**config.mk**
```make
export PLATFORM = sky130hd
export DESIGN_NAME = conv_window_feeder
export DESIGN_NICKNAME = d
export VERILOG_FILES = /design/src/rtl/conv_window_feeder_pkg.sv /design/src/rtl/conv_window_feeder_line_buffer.sv /design/src/rtl/conv_window_feeder.sv
export SDC_FILE = /design/constraint.sdc
export NUM_CORES = 1
export LEC_CHECK = 0
export CORE_MARGIN = 3
export CORE_UTILIZATION = 55
export CTS_CLUSTER_DIAMETER = 40
export CTS_CLUSTER_SIZE = 14
export DETAILED_ROUTE_END_ITERATION = 12
export PLACE_DENSITY = 0.74
export SLEW_MARGIN = 20
export SYNTH_ARGS = -nofsm -noshare
export SYNTH_HDL_FRONTEND = slang
export SYNTH_HIERARCHICAL = 1
export SYNTH_SLANG_ARGS = --single-unit
```
**constraint.sdc**
```tcl
create_clock -name clk -period 8.26 [get_ports clk]
set_input_delay 0.826 -clock clk [delete_from_list [all_inputs] [get_ports clk]]
set_output_delay 0.826 -clock clk [all_outputs]
set_load 0.01 [all_outputs]
```
**src/rtl/conv_window_feeder_pkg.sv**
```systemverilog
// Shared types and constants for the 3x3 window feeder.
package conv_window_feeder_pkg;

  typedef enum logic [1:0] {ACCEPT, LOAD, CALC, CAPT} state_t;

  localparam int TAP_COUNT = 9;
  localparam int WIN       = 3;
  localparam int PIX_W     = 8;

  // Tap index k -> (row, col) = (k/3, k%3) as a table.
  function automatic logic [1:0] tap_row(input logic [3:0] k);
    case (k)
      4'd0, 4'd1, 4'd2: tap_row = 2'd0;
      4'd3, 4'd4, 4'd5: tap_row = 2'd1;
      4'd6, 4'd7, 4'd8: tap_row = 2'd2;
      default:          tap_row = 2'd0;
    endcase
  endfunction

  function automatic logic [1:0] tap_col(input logic [3:0] k);
    case (k)
      4'd0, 4'd3, 4'd6: tap_col = 2'd0;
      4'd1, 4'd4, 4'd7: tap_col = 2'd1;
      4'd2, 4'd5, 4'd8: tap_col = 2'd2;
      default:          tap_col = 2'd0;
    endcase
  endfunction

endpackage

```
**src/rtl/conv_window_feeder_line_buffer.sv**
```systemverilog
// Two previous image rows; yields the 3-pixel column (oldest row first) at col.
module conv_line_buffer
  import conv_window_feeder_pkg::*;
#(
  parameter int IMG_W = 8,
  parameter int CW    = $clog2(IMG_W)
) (
  input  logic                           clk,
  input  logic                           wr_en,
  input  logic [CW-1:0]                  col,
  input  logic [PIX_W-1:0]               pix,
  output logic [WIN-1:0][PIX_W-1:0]      column
);

  logic [PIX_W-1:0] line0 [IMG_W];
  logic [PIX_W-1:0] line1 [IMG_W];

  assign column[0] = line0[col];
  assign column[1] = line1[col];
  assign column[2] = pix;

  // Contents are never cleared: rows 0-1 of every frame refill them.
  always_ff @(posedge clk) begin
    if (wr_en) begin
      line0[col] <= line1[col];
      line1[col] <= pix;
    end
  end

endmodule

```
**src/rtl/conv_window_feeder.sv**
```systemverilog
// Raster pixel stream -> 3x3 window tap loads into the conv core -> result stream.
module conv_window_feeder
  import conv_window_feeder_pkg::*;
#(
  parameter int IMG_W = 8,
  parameter int IMG_H = 8
) (
  input  logic             clk,
  input  logic             reset,
  input  logic             pix_valid,
  input  logic [PIX_W-1:0] pix,
  output logic             pix_ready,
  output logic             conv_data_in,
  output logic [1:0]       conv_row,
  output logic [1:0]       conv_col,
  output logic [PIX_W-1:0] conv_data,
  input  logic [PIX_W-1:0] conv_out,
  output logic             res_valid,
  output logic [PIX_W-1:0] res,
  output logic             res_last,
  input  logic             res_ready
);

  localparam int CW = $clog2(IMG_W);
  localparam int RW = $clog2(IMG_H);

  state_t                           state, state_nxt;
  logic [3:0]                       tap;
  logic [CW-1:0]                    col;
  logic [RW-1:0]                    row;
  logic                             last_q, capt_first;
  logic [PIX_W-1:0]                 res_q;
  logic [WIN-1:0][WIN-1:0][PIX_W-1:0] win;
  logic [WIN-1:0][PIX_W-1:0]        column;
  logic                             accept, anchor;

  assign pix_ready = (state == ACCEPT) && !reset;
  assign accept    = pix_valid && pix_ready;
  assign anchor    = (row >= RW'(2)) && (col >= CW'(2));

  conv_line_buffer #(.IMG_W(IMG_W), .CW(CW)) u_lb (
    .clk    (clk),
    .wr_en  (accept),
    .col    (col),
    .pix    (pix),
    .column (column)
  );

  always_ff @(posedge clk) begin
    if (accept) begin
      for (int m = 0; m < WIN; m++) begin
        win[m][0] <= win[m][1];
        win[m][1] <= win[m][2];
        win[m][2] <= column[m];
      end
    end
  end

  always_comb begin
    state_nxt = state;
    case (state)
      ACCEPT: if (accept && anchor) state_nxt = LOAD;
      LOAD:   if (tap == 4'(TAP_COUNT - 1)) state_nxt = CALC;
      CALC:   state_nxt = CAPT;
      CAPT:   if (res_ready) state_nxt = ACCEPT;
      default: state_nxt = ACCEPT;
    endcase
  end

  always_ff @(posedge clk or posedge reset) begin
    if (reset) begin
      state      <= ACCEPT;
      tap        <= '0;
      col        <= '0;
      row        <= '0;
      last_q     <= 1'b0;
      capt_first <= 1'b0;
      res_q      <= '0;
    end else begin
      state      <= state_nxt;
      tap        <= (state == LOAD && tap != 4'(TAP_COUNT - 1)) ? tap + 4'd1 : 4'd0;
      capt_first <= (state == CALC);
      if (capt_first) res_q <= conv_out;
      if (accept) begin
        last_q <= (row == RW'(IMG_H - 1)) && (col == CW'(IMG_W - 1));
        if (col == CW'(IMG_W - 1)) begin
          col <= '0;
          row <= (row == RW'(IMG_H - 1)) ? '0 : row + 1'b1;
        end else begin
          col <= col + 1'b1;
        end
      end
    end
  end

  always_comb begin
    conv_data_in = 1'b0;
    conv_row     = 2'd0;
    conv_col     = 2'd0;
    conv_data    = '0;
    if (state == LOAD) begin
      conv_data_in = 1'b1;
      conv_row     = tap_row(tap);
      conv_col     = tap_col(tap);
      conv_data    = win[tap_row(tap)][tap_col(tap)];
    end
  end

  // The core result lands in the first CAPT cycle; pass it through then, hold after.
  assign res_valid = (state == CAPT);
  assign res       = capt_first ? conv_out : res_q;
  assign res_last  = res_valid && last_q;

endmodule

```
# [Yosys cells after proc, flatten, opt, wreduce, memory -nomap -nowiden]
# Memory sizes are Yosys's and may differ from the RTL's. A register that Yosys moved wholly into a read port is not among the register bits.
# Cells that the tools add are included.
[totals] romBits=128 register_bits=86 elab_cells=69 out_inout_bits=24 inputBits=20 mem_bits_rw=128 memories=6
[mem_list] name="u_lb.line0" depth=8 word_bits=8 read_ports=1 rd_clocked_by_memory_dff=1 wr=1 line_no="conv_window_feeder_line_buffer.sv:15" source="logic [PIX_W-1:0] line0 [IMG_W];"
[mem_list] name="u_lb.line1" depth=8 word_bits=8 read_ports=1 rd_clocked_by_memory_dff=0 wr=1 line_no="conv_window_feeder_line_buffer.sv:16" source="logic [PIX_W-1:0] line1 [IMG_W];"
[mem_list] name="(no name shown)" depth=16 word_bits=2 read_ports=1 rd_clocked_by_memory_dff=0 wr=0 line_no="conv_window_feeder_pkg.sv:12" source="case (k)"
[mem_list] name="(no name shown)" depth=16 word_bits=2 read_ports=1 rd_clocked_by_memory_dff=0 wr=0 line_no="conv_window_feeder_pkg.sv:21" source="case (k)"
[mem_list] name="(no name shown)" depth=16 word_bits=2 read_ports=1 rd_clocked_by_memory_dff=0 wr=0 line_no="conv_window_feeder_pkg.sv:21"
[mem_list] name="(no name shown)" depth=16 word_bits=2 read_ports=1 rd_clocked_by_memory_dff=0 wr=0 line_no="conv_window_feeder_pkg.sv:12"
[classes] muxes=20 add_sub_neg=3 n_lt_le_gt_ge=4 eq_ne=10 n_reduce_logical=11
[ops] op="binary-select mux 24 bit (select 2 bit)" count=1
[ops] op="two-way mux 24 bit" count=1
[ops] op="two-way mux 8 bit" count=3
[ops] op="binary-select mux 8 bit (select 2 bit)" count=1
[ops] op="two-way mux 2 bit" count=7
[ops] op="case mux 2 bit (4 select lines)" count=1
[ops] op="logical AND 1 bit" count=7
[ops] op="adder 3 x 1 -> 3 bit, second input constant" count=2
[ops] op="== test 3 bit, second input constant" count=2
[ops] op="greater-or-equal comparator 3 x 2 -> 1 bit, second input constant" count=2
[ops] op="less-than comparator 2 x 3 -> 1 bit, second input constant" count=2
[ops] op="two-way mux 3 bit" count=2
[ops] op="adder 4 x 1 -> 4 bit, second input constant" count=1
[ops] op="== test 2 bit, second input constant" count=2
[ops] op="== test 4 bit, second input constant" count=1
[ops] op="two-way mux 4 bit" count=1
[ops] op="inequality test 2 x 1 -> 1 bit, second input constant" count=2
[ops] op="inequality test 4 bit, second input constant" count=1
[ops] op="two-way mux 1 bit" count=3
[ops] op="AND reduction 3 bit" count=1
[ops] op="== test 2 x 1 -> 1 bit, second input constant" count=1
[ops] op="zero test 2 bit" count=1
[ops] op="inequality test 2 bit, second input constant" count=1
[ops] op="AND reduction 2 bit" count=1
[ops] op="zero test 1 bit" count=1

# [Logic depth before layout (Yosys ltp)]
# Gate-level depths: netlist of run 1.
[depth] word_depth=7 ltp_mapped=9 mapped_depth_nobuf=8

# [Hierarchy]
# The synthesis of run 1 kept the hierarchy.
[by_module_without_submodules] mod="conv_line_buffer" cells_each=230 instances=1 area_per_inst_um2=5032.3 seq_area_each_um2=3843.7
[by_module_without_submodules] mod="conv_window_feeder" cells_each=322 instances=1 area_per_inst_um2=4214.0 seq_area_each_um2=2712.6

# [Worst setup path before layout of run 1]
# Ideal clock, no wire load.
[synth_timing] path_type="input -> register" start="input reset" end="memory u_lb.line0[4][0] (enable)" path_stages=5 path_buffers=0 arrival_time_ns=3.465 setup_time_ns=0.409 setup_slack_ns=4.385 required_time_ns=7.851 cell_sequence="and2b_1 -> nand2_2 -> inv_2 -> nand2_1 -> nor3_1"
[synth_between] elab_chain_cells=5
[synth_lines] element="start: declaration" line_no="conv_window_feeder.sv:9" source="input logic reset,"
[synth_lines] element="zero test 1 bit (no line)"
[synth_lines] element="logical AND 1 bit" line_no="conv_window_feeder.sv:37" source="assign pix_ready = (state == ACCEPT) && !reset;"
[synth_lines] element="logical AND 1 bit" line_no="conv_window_feeder.sv:38" source="assign accept = pix_valid && pix_ready;"
[synth_lines] element="net accept" line_no="conv_window_feeder.sv:35" source="logic accept, anchor;"
[synth_lines] element="two-way mux 1 bit" line_no="conv_window_feeder_line_buffer.sv:24" source="if (wr_en) begin"
[synth_lines] element="two-way mux 1 bit (implied by the code)" line_no="conv_window_feeder_line_buffer.sv:25" source="line0[col] <= line1[col];"
[synth_lines] element="end: declaration" line_no="conv_window_feeder_line_buffer.sv:15"
# The timed path passes the listed nets, and every way through them passes these cells.

# [Final worst setup path of run 1]
[layout_timing] start="register tap[1]" end="output conv_data[5]"
[layout_between] elab_chain_cells=7 word_cells_on_any_way=9 classes_between="mux (7); memory (2)"
[layout_lines] element="start: declaration" line_no="conv_window_feeder.sv:28" source="logic [3:0] tap;"
[layout_lines] element="start signal: assignment" line_no="conv_window_feeder.sv:81" source="tap <= (state == LOAD && tap != 4'(TAP_COUNT - 1)) ? tap + 4'd1 : 4'd0;"
[layout_lines] element="memory (16 x 2 bit)"
[layout_lines] element="two-way mux 2 bit" line_no="conv_window_feeder.sv:101" source="if (state == LOAD) begin"
[layout_lines] element="binary-select mux 24 bit (select 2 bit)" line_no="conv_window_feeder.sv:105" source="conv_data = win[tap_row(tap)][tap_col(tap)];"
[layout_lines] element="two-way mux 24 bit (implied by the code)" line_no="conv_window_feeder.sv:105"
[layout_lines] element="binary-select mux 8 bit (select 2 bit) (*)" line_no="conv_window_feeder.sv:105"
[layout_lines] element="two-way mux 8 bit (implied by the code) (*)" line_no="conv_window_feeder.sv:105"
[layout_lines] element="two-way mux 8 bit (*)" line_no="conv_window_feeder.sv:101"
[layout_lines] element="end: declaration" line_no="conv_window_feeder.sv:16" source="output logic [PIX_W-1:0] conv_data,"
# Every way passes the cells marked *; elsewhere a longest branch is shown, timed or not. The select of a mux whose other input is x is not followed.

==> results of run 1 <==
[cells in the mapped netlist (all sizes together), types with 4 or more instances]
cell type / number / area share
a21oi: 20 / 0.012
a311oi: 8 / 0.0076
a31oi: 8 / 0.0054
and2: 4 / 0.0027
buf: 32 / 0.026
dfrtp: 22 / 0.060
edfxtp: 200 / 0.65
ha: 15 / 0.020
inv: 10 / 0.0041
mux2: 33 / 0.040
mux4: 24 / 0.065
nand2: 49 / 0.020
nand2b: 9 / 0.0064
nand3: 6 / 0.0032
nor2: 33 / 0.014
nor2b: 4 / 0.0027
nor3: 5 / 0.0027
o21ai: 15 / 0.0089
o31a: 7 / 0.0066
o31ai: 15 / 0.012
[cells in the final DEF, fill, tap and decap left out, types with 3 or more instances in the layout]
cell type / count
nand3_1: 6
clkinvlp_4: 4
o31ai_1: 15
o211ai_1: 3
nand2b_1: 8
clkbuf_16: 25
mux4_2: 9
nor2b_1: 4
nor3_1: 3
inv_1: 9
mux2_2: 23
dfrtp_1: 21
clkbuf_1: 3
a311oi_1: 8
a32oi_1: 3
mux2_1: 10
o21ai_1: 5
buf_4: 9
clkinv_2: 4
a21oi_1: 19
nor2_1: 31
edfxtp_1: 200
nand2_1: 47
ha_1: 15
clkdlybuf4s50_1: 43
a31oi_1: 8
a22oi_1: 3
and2_1: 4
mux4_1: 15
o31a_1: 7
o21ai_0: 8
[cell families after synthesis]
logic type	Yosys count	synth area share
AO/OA/AOI/OAI	94	0.0732
multiplexers	59	0.107
XOR/XNOR	1	0.000947
adder cells (fa/ha/maj)	15	0.0203
flip-flops	222	0.709
buffers and inverters	45	0.0311
AND/OR/NAND/NOR	116	0.0585
[routing by layer]
metal	up-vias	GRT usage	wire (microns)	part of all wire
met4	0	0.0493	361	0.021
met5	-	0	0	0
met1	2481	0.258	7210	0.43
met2	145	0.323	8560	0.51
li1	2249	-	-	-
met3	33	0.0327	798	0.047
[critical path, stage by stage (launching register included)]
cell             delay (ns)
dfrtp_1                0.54
ha_1                   0.43
nand2b_2               0.19
a21o_1                 0.62
a21oi_1                0.17
o31ai_1                0.29
o31a_1                 0.20
clkdlybuf4s50_1        0.53
[power by group]
part / total, uW / switching, uW / internal [uW]
Combinational: 863 / 479 / 384
Sequential: 1470 / 50.1 / 1420
Clock: 1060 / 436 / 627
Total: 3400 / 966 / 2430
[path summary, 6_finish.rpt]
check                         start          endpoint  slack [ns]  cells past startpoint
hold / removal              win[13]            win[5]        0.45                      0
max in group asynchronous     reset            col[0]        6.91                      2
hold reg to reg             win[13]            win[5]        0.45                      0
setup reg to reg           state[0]  u_lb/line1[6][2]        5.63                      8
setup / recovery             tap[1]      conv_data[5]        3.94                      7
min in group asynchronous     reset            row[1]        0.79                      2
[cell type report]
| class | instances | share of cell area |
|---|---|---|
| Sequential cell | 222 | 0.619 |
| Clock buffer | 28 | 0.0601 |
| Timing Repair Buffer | 52 | 0.0470 |
| Multi-Input combinational cell | 285 | 0.229 |
| Clock inverter | 17 | 0.0163 |
| Inverter | 10 | 0.00354 |
| Tap cell | 216 | 0.0255 |
[state kept, by name, summed over array words and instances, names as in the netlist]
register / flops
capt_first: 1
col: 3
last_q: 1
res_q: 8
row: 3
state: 2
tap: 4
u_lb/line0: 64
u_lb/line1: 64
win: 72
[through the flow]
| step | instance area, sq um | hold slack (ns) | cells | power, uW |
|---|---|---|---|---|
| floorplan | 9250 | 0.421 | 552 | 2080 |
| global placement | 9790 | 0.429 | 785 | 2320 |
| detailed placement | 9790 | 0.430 | 785 | 2360 |
| CTS | 10600 | 0.450 | 830 | 3430 |
| global route | 10600 | 0.462 | 830 | 3560 |
| finish | 10600 | 0.451 | 830 | 3400 |
==> impl_metrics.xml, run 1 <==
<?xml version="1.0" encoding="UTF-8"?>
<metrics>
  <group name="synthesis">
    <metric name="yosys_warnings" unit="">6</metric>
    <metric name="syn-num-nets" unit="">587</metric>
    <metric name="post_synthesis_instance_area" unit="sq um">9250</metric>
    <metric name="ys_async_sr_fraction" unit="">0.0991</metric>
    <metric name="synth.yosys.seq_area_share" unit="">0.709</metric>
    <metric name="number_of_flops_mapped_to_enable_cells_by_yosys" unit="">200</metric>
    <metric name="synth.distinct_cells" unit="">53</metric>
    <metric name="syn-mean-instance-area" unit="sq um">16.8</metric>
    <metric name="syn_inst" unit="">552</metric>
    <metric name="ys_seq_elements" unit="">222</metric>
    <metric name="dominantRegCellSynth" unit="">edfxtp_1</metric>
  </group>
  <group name="global_routing">
    <metric name="grt_max_degree" unit="">77</metric>
    <metric name="first_global_vias" unit="">4855</metric>
    <metric name="grt_antenna_before_repair" unit="">0</metric>
    <metric name="grt_first_pass_wirelength" unit="microns">27000</metric>
    <metric name="global_route.overflow_total" unit="">0</metric>
    <metric name="grt_util_all_layers" unit="">0.190</metric>
  </group>
  <group name="finish">
    <metric name="design.final.nets" unit="">631</metric>
    <metric name="syn_to_final_growth" unit="%">14.6</metric>
    <metric name="utilization" unit="">0.655</metric>
    <metric name="n_antenna_cell" unit="">0</metric>
    <metric name="area_of_the_multi_input_gates" unit="sq um">2430</metric>
    <metric name="fillers" unit="">1091</metric>
    <metric name="seq_area" unit="sq um">6560</metric>
    <metric name="post_route_cells_drive_above_1_share" unit="">0.156</metric>
  </group>
  <group name="sta">
    <metric name="setup_tns" unit="ns">0</metric>
    <metric name="setup_viol" unit="">0</metric>
    <metric name="fmax" unit="MHz">232</metric>
    <metric name="max_slew_margin" unit="">0.294</metric>
    <metric name="final_min_period_over_clock_period" unit="">0.523</metric>
    <metric name="worst_clock_skew" unit="ns">0.00919</metric>
    <metric name="report.final.slew_viol_count" unit="">0</metric>
    <metric name="postLayoutSetupSlackWorst" unit="ns">3.94</metric>
    <metric name="rsz0062_at_grt" unit="">false</metric>
    <metric name="hold_violations" unit="">0</metric>
    <metric name="tightestPinTransition" unit="ns">1.06</metric>
    <metric name="finalWorstPathRequiredPeriod" unit="ns">4.32</metric>
  </group>
  <group name="drt">
    <metric name="dr_total_vias" unit="">4908</metric>
    <metric name="routed_wl" unit="microns">16900</metric>
    <metric name="remaining_drc_errors" unit="">0</metric>
    <metric name="route.detailed.wl_per_inst" unit="microns">20.4</metric>
    <metric name="drt_pre_antenna_iters" unit="">5</metric>
    <metric name="drt_iter0_drc" unit="">465</metric>
    <metric name="postRouteAntennaNets" unit="">0</metric>
    <metric name="post_detailed_route_via_to_cell_ratio" unit="">5.91</metric>
  </group>
  <group name="floorplanning">
    <metric name="die_area" unit="sq um">18400</metric>
    <metric name="row_count" unit="">46</metric>
    <metric name="die_height" unit="microns">136</metric>
    <metric name="effective_utilization_at_floorplan" unit="">0.572</metric>
    <metric name="die_w" unit="microns">136</metric>
    <metric name="design.portCount" unit="">44</metric>
    <metric name="core_region_area" unit="sq um">16200</metric>
  </group>
  <group name="placement">
    <metric name="place_congestion" unit="">0.809</metric>
    <metric name="numPortBuffers" unit="">43</metric>
    <metric name="place.detailed.hpwl" unit="microns">10500</metric>
    <metric name="detailedPlace.worstSlack" unit="ns">4.52</metric>
  </group>
  <group name="clock_tree">
    <metric name="cts.sink_count" unit="">222</metric>
    <metric name="cts_max_path_buffers" unit="">3</metric>
    <metric name="ctsHoldBuffers" unit="">0</metric>
    <metric name="cts_setup_buffers" unit="">0</metric>
    <metric name="cts.htree.levels" unit="">1</metric>
    <metric name="cts.clk_slew.worst_paths" unit="ns">0.06</metric>
    <metric name="clock-root-buffer" unit="">clkbuf_16</metric>
    <metric name="tritoncts" unit="">yes</metric>
    <metric name="cts_made_buffers" unit="">25</metric>
    <metric name="clock_insertion_delay_at_the_later_pin_of_the_skew_report" unit="ns">0.52</metric>
    <metric name="postCtsResizedCells" unit="">0</metric>
  </group>
  <group name="setup_path">
    <metric name="path_class" unit="">flop to output port</metric>
    <metric name="setup.worst_path.end_class" unit="">output port</metric>
    <metric name="startpoint_type" unit="">flop</metric>
    <metric name="crit_required" unit="ns">7.43</metric>
    <metric name="cp_data_arrival_time" unit="ns">3.49</metric>
    <metric name="worst-path-max-fanout" unit="">22</metric>
  </group>
  <group name="job">
    <metric name="max_cap_viols" unit="">0</metric>
  </group>
  <group name="hold_path">
    <metric name="min-delay-path-class" unit="">flop to flop</metric>
  </group>
  <group name="outcome">
    <metric name="outcome" unit="">completed</metric>
  </group>
  <group name="pwr">
    <metric name="power-per-cell-area" unit="nW/um^2">321</metric>
    <metric name="static-leakage-power" unit="uW">0.00360</metric>
    <metric name="worst_supply_voltage_drop_on_vdd" unit="mV">0.180</metric>
  </group>
</metrics>
No activity file was read; power rests on OpenSTA's default activity.
==> inputs of run 2 (changes only) <==
Settings changed: CORE_UTILIZATION 55 to 54, PLACE_DENSITY 0.74 to 0.75.
Clock period 8.26 ns to 3.6 ns, I/O delays scaled along.
==> impl_metrics.xml, run 2 (synthesis results as in run 1) <==
<?xml version="1.0" encoding="UTF-8"?>
<metrics>
  <group name="sta">
    <metric name="hold_violations" unit="">0</metric>
    <metric name="post_route_worst_hold_slack" unit="ns">0.319</metric>
    <metric name="setup_viol" unit="">0</metric>
    <metric name="setup_tns" unit="ns">0</metric>
    <metric name="final_min_period_over_clock_period" unit="">0.948</metric>
    <metric name="finalWorstPathRequiredPeriod" unit="ns">3.41</metric>
    <metric name="report.final.slew_viol_count" unit="">0</metric>
    <metric name="max_slew_margin" unit="">0.313</metric>
    <metric name="worst_clock_skew" unit="ns">0.0120</metric>
    <metric name="fmax" unit="MHz">293</metric>
    <metric name="rsz0062_at_grt" unit="">false</metric>
    <metric name="tightestPinTransition" unit="ns">1.03</metric>
  </group>
  <group name="finish">
    <metric name="regMostFlops" unit="">win</metric>
    <metric name="largestRegisters" unit="">win: 72 flops, u_lb/line0: 64 flops, u_lb/line1: 64 flops</metric>
    <metric name="fillers" unit="">1112</metric>
    <metric name="design.final.nets" unit="">652</metric>
    <metric name="utilization" unit="">0.659</metric>
    <metric name="seq_area" unit="sq um">6560</metric>
    <metric name="post_route_cells_drive_above_1_share" unit="">0.196</metric>
    <metric name="n_antenna_cell" unit="">0</metric>
    <metric name="non_filler_instance_count_after_layout" unit="">859</metric>
    <metric name="final_cell_mix" unit="">edfxtp_1, nand2_1, clkdlybuf4s50_1</metric>
    <metric name="largest_register_ffs" unit="">72</metric>
    <metric name="area_of_the_multi_input_gates" unit="sq um">2420</metric>
    <metric name="final_common_cell" unit="">edfxtp_1</metric>
    <metric name="syn_to_final_growth" unit="%">18.6</metric>
  </group>
  <group name="setup_path">
    <metric name="setup.worst_path.end_class" unit="">output port</metric>
    <metric name="ff2ff_setup_slack" unit="ns">0.90</metric>
    <metric name="cp_data_arrival_time" unit="ns">3.05</metric>
    <metric name="crit_required" unit="ns">3.24</metric>
    <metric name="path_class" unit="">flop to output port</metric>
    <metric name="startpoint_type" unit="">flop</metric>
    <metric name="worst-path-max-fanout" unit="">20</metric>
    <metric name="reg2regPathDepth" unit="">8</metric>
    <metric name="r2r_start" unit="">state[0]</metric>
    <metric name="regToRegEndpoint" unit="">u_lb/line0[5][3]</metric>
  </group>
  <group name="outcome">
    <metric name="outcome" unit="">completed</metric>
  </group>
  <group name="clock_tree">
    <metric name="tritoncts" unit="">yes</metric>
    <metric name="cts.clk_slew.worst_paths" unit="ns">0.06</metric>
    <metric name="cts_made_buffers" unit="">28</metric>
    <metric name="ctsHoldBuffers" unit="">0</metric>
    <metric name="clock_insertion_delay_at_the_later_pin_of_the_skew_report" unit="ns">0.52</metric>
    <metric name="cts_max_path_buffers" unit="">3</metric>
    <metric name="cts.htree.levels" unit="">1</metric>
    <metric name="clock-root-buffer" unit="">clkbuf_16</metric>
    <metric name="cts.sink_count" unit="">222</metric>
  </group>
  <group name="global_routing">
    <metric name="global_route.overflow_total" unit="">0</metric>
    <metric name="grt_max_degree" unit="">77</metric>
    <metric name="first_global_vias" unit="">5171</metric>
    <metric name="grt_util_all_layers" unit="">0.194</metric>
    <metric name="grt_antenna_before_repair" unit="">0</metric>
    <metric name="grt_first_pass_wirelength" unit="microns">28100</metric>
  </group>
  <group name="drt">
    <metric name="dr_total_vias" unit="">5073</metric>
    <metric name="drt_pre_antenna_iters" unit="">6</metric>
    <metric name="routed_wl" unit="microns">17500</metric>
    <metric name="route.detailed.wl_per_inst" unit="microns">20.4</metric>
    <metric name="drt_iter0_drc" unit="">509</metric>
    <metric name="remaining_drc_errors" unit="">0</metric>
    <metric name="post_detailed_route_via_to_cell_ratio" unit="">5.91</metric>
    <metric name="postRouteAntennaNets" unit="">0</metric>
  </group>
  <group name="placement">
    <metric name="place_congestion" unit="">0.829</metric>
    <metric name="numPortBuffers" unit="">43</metric>
    <metric name="place.detailed.instances" unit="">801</metric>
    <metric name="place.detailed.hpwl" unit="microns">11000</metric>
  </group>
  <group name="pwr">
    <metric name="power_frac_comb" unit="">0.235</metric>
    <metric name="seq_power_share" unit="">0.414</metric>
    <metric name="cell_internal_pwr" unit="uW">6070</metric>
    <metric name="power.net_switching" unit="uW">2320</metric>
    <metric name="static-leakage-power" unit="uW">0.00380</metric>
    <metric name="proportion_of_total_power_due_to_net_switching" unit="">0.277</metric>
    <metric name="worst_supply_voltage_drop_on_vdd" unit="mV">0.448</metric>
    <metric name="power-per-cell-area" unit="nW/um^2">766</metric>
    <metric name="share_of_total_power_in_the_clock_network" unit="">0.351</metric>
  </group>
  <group name="floorplanning">
    <metric name="effective_utilization_at_floorplan" unit="">0.556</metric>
    <metric name="die_w" unit="microns">137</metric>
    <metric name="design.portCount" unit="">44</metric>
    <metric name="core_region_area" unit="sq um">16600</metric>
    <metric name="die_height" unit="microns">137</metric>
    <metric name="row_count" unit="">47</metric>
    <metric name="die_area" unit="sq um">18700</metric>
  </group>
  <group name="job">
    <metric name="max_cap_viols" unit="">0</metric>
  </group>
  <group name="hold_path">
    <metric name="min-delay-path-class" unit="">primary input to asynchronous set/reset pin</metric>
  </group>
</metrics>
## run 2: cell types whose count changed in the layout (fill, tap and decap cells not counted), sizes merged
cell	before	now
clkinvlp	4	2
clkbuf	28	32
o21a	1	2
buf	9	26
bufinv	2	5
inv	13	15
## run 2: worst max-delay path by stage
| stage | from | to |
|---|---|---|
| after global routing | tap[1] | conv_data[5] |
| after CTS | tap[1] | conv_data[6] |
| after floorplan | state[0] | u_lb/line0[6][0] |
| after global placement | tap[1] | conv_data[1] |
| final | tap[1] | conv_data[6] |
| after detailed placement | tap[1] | conv_data[2] |
## run 2: worst max-delay path, cell delays in order (launching register included)
cell and delay (ns):
dfrtp_2 0.52, inv_1 0.12, ha_1 0.25, nand3b_4 0.17, o21a_4 0.31, nor2_1 0.09
o31ai_1 0.34, o31a_1 0.20, clkdlybuf4s50_1 0.53
## run 2: power groups by stage
stage / clock network, uW / logic [uW] / registers, uW
3_5_place_dp: 0 / 1930 / 3530
6_report: 2940 / 1980 / 3470
3_3_place_gp: 0 / 1840 / 3500
5_1_grt: 3110 / 2170 / 3510
4_1_cts: 2990 / 1990 / 3470
2_1_floorplan: 0 / 1390 / 3390
## run 2: layer usage
layer | GRT usage | part of all wire | vias to the layer above
li1 | - | - | 2296
met1 | 0.274 | 0.42 | 2555
met2 | 0.319 | 0.50 | 183
met3 | 0.0301 | 0.057 | 39
met4 | 0.0554 | 0.026 | 0
met5 | 0 | 0 | -
## run 2: timing repair
action / in CTS / in global routing
gates cloned: 0 / 1
endpoints found under the setup margin: 8 / 8
buffers inserted: 2 / 3
gates resized for setup: 3 / 0
pin swaps: 1 / 1
## run 2: final cells by class
type / count / area share
repair buffers: 69 / 0.0594
inverters: 10 / 0.00342
well taps: 220 / 0.0251
multi-input cells: 286 / 0.221
clock inverters: 20 / 0.0253
clock buffers: 32 / 0.0672
flip-flops and latches: 222 / 0.598
## run 2: per-stage QoR
step	setup WS, ns	total power [uW]	area [sq um]
4_1_cts	0.0720	8460	10900
3_5_place_dp	0.389	5450	9870
2_1_floorplan	0.378	4780	9260
3_3_place_gp	0.577	5350	9870
6_report	0.187	8390	11000
5_1_grt	0.0315	8790	11000
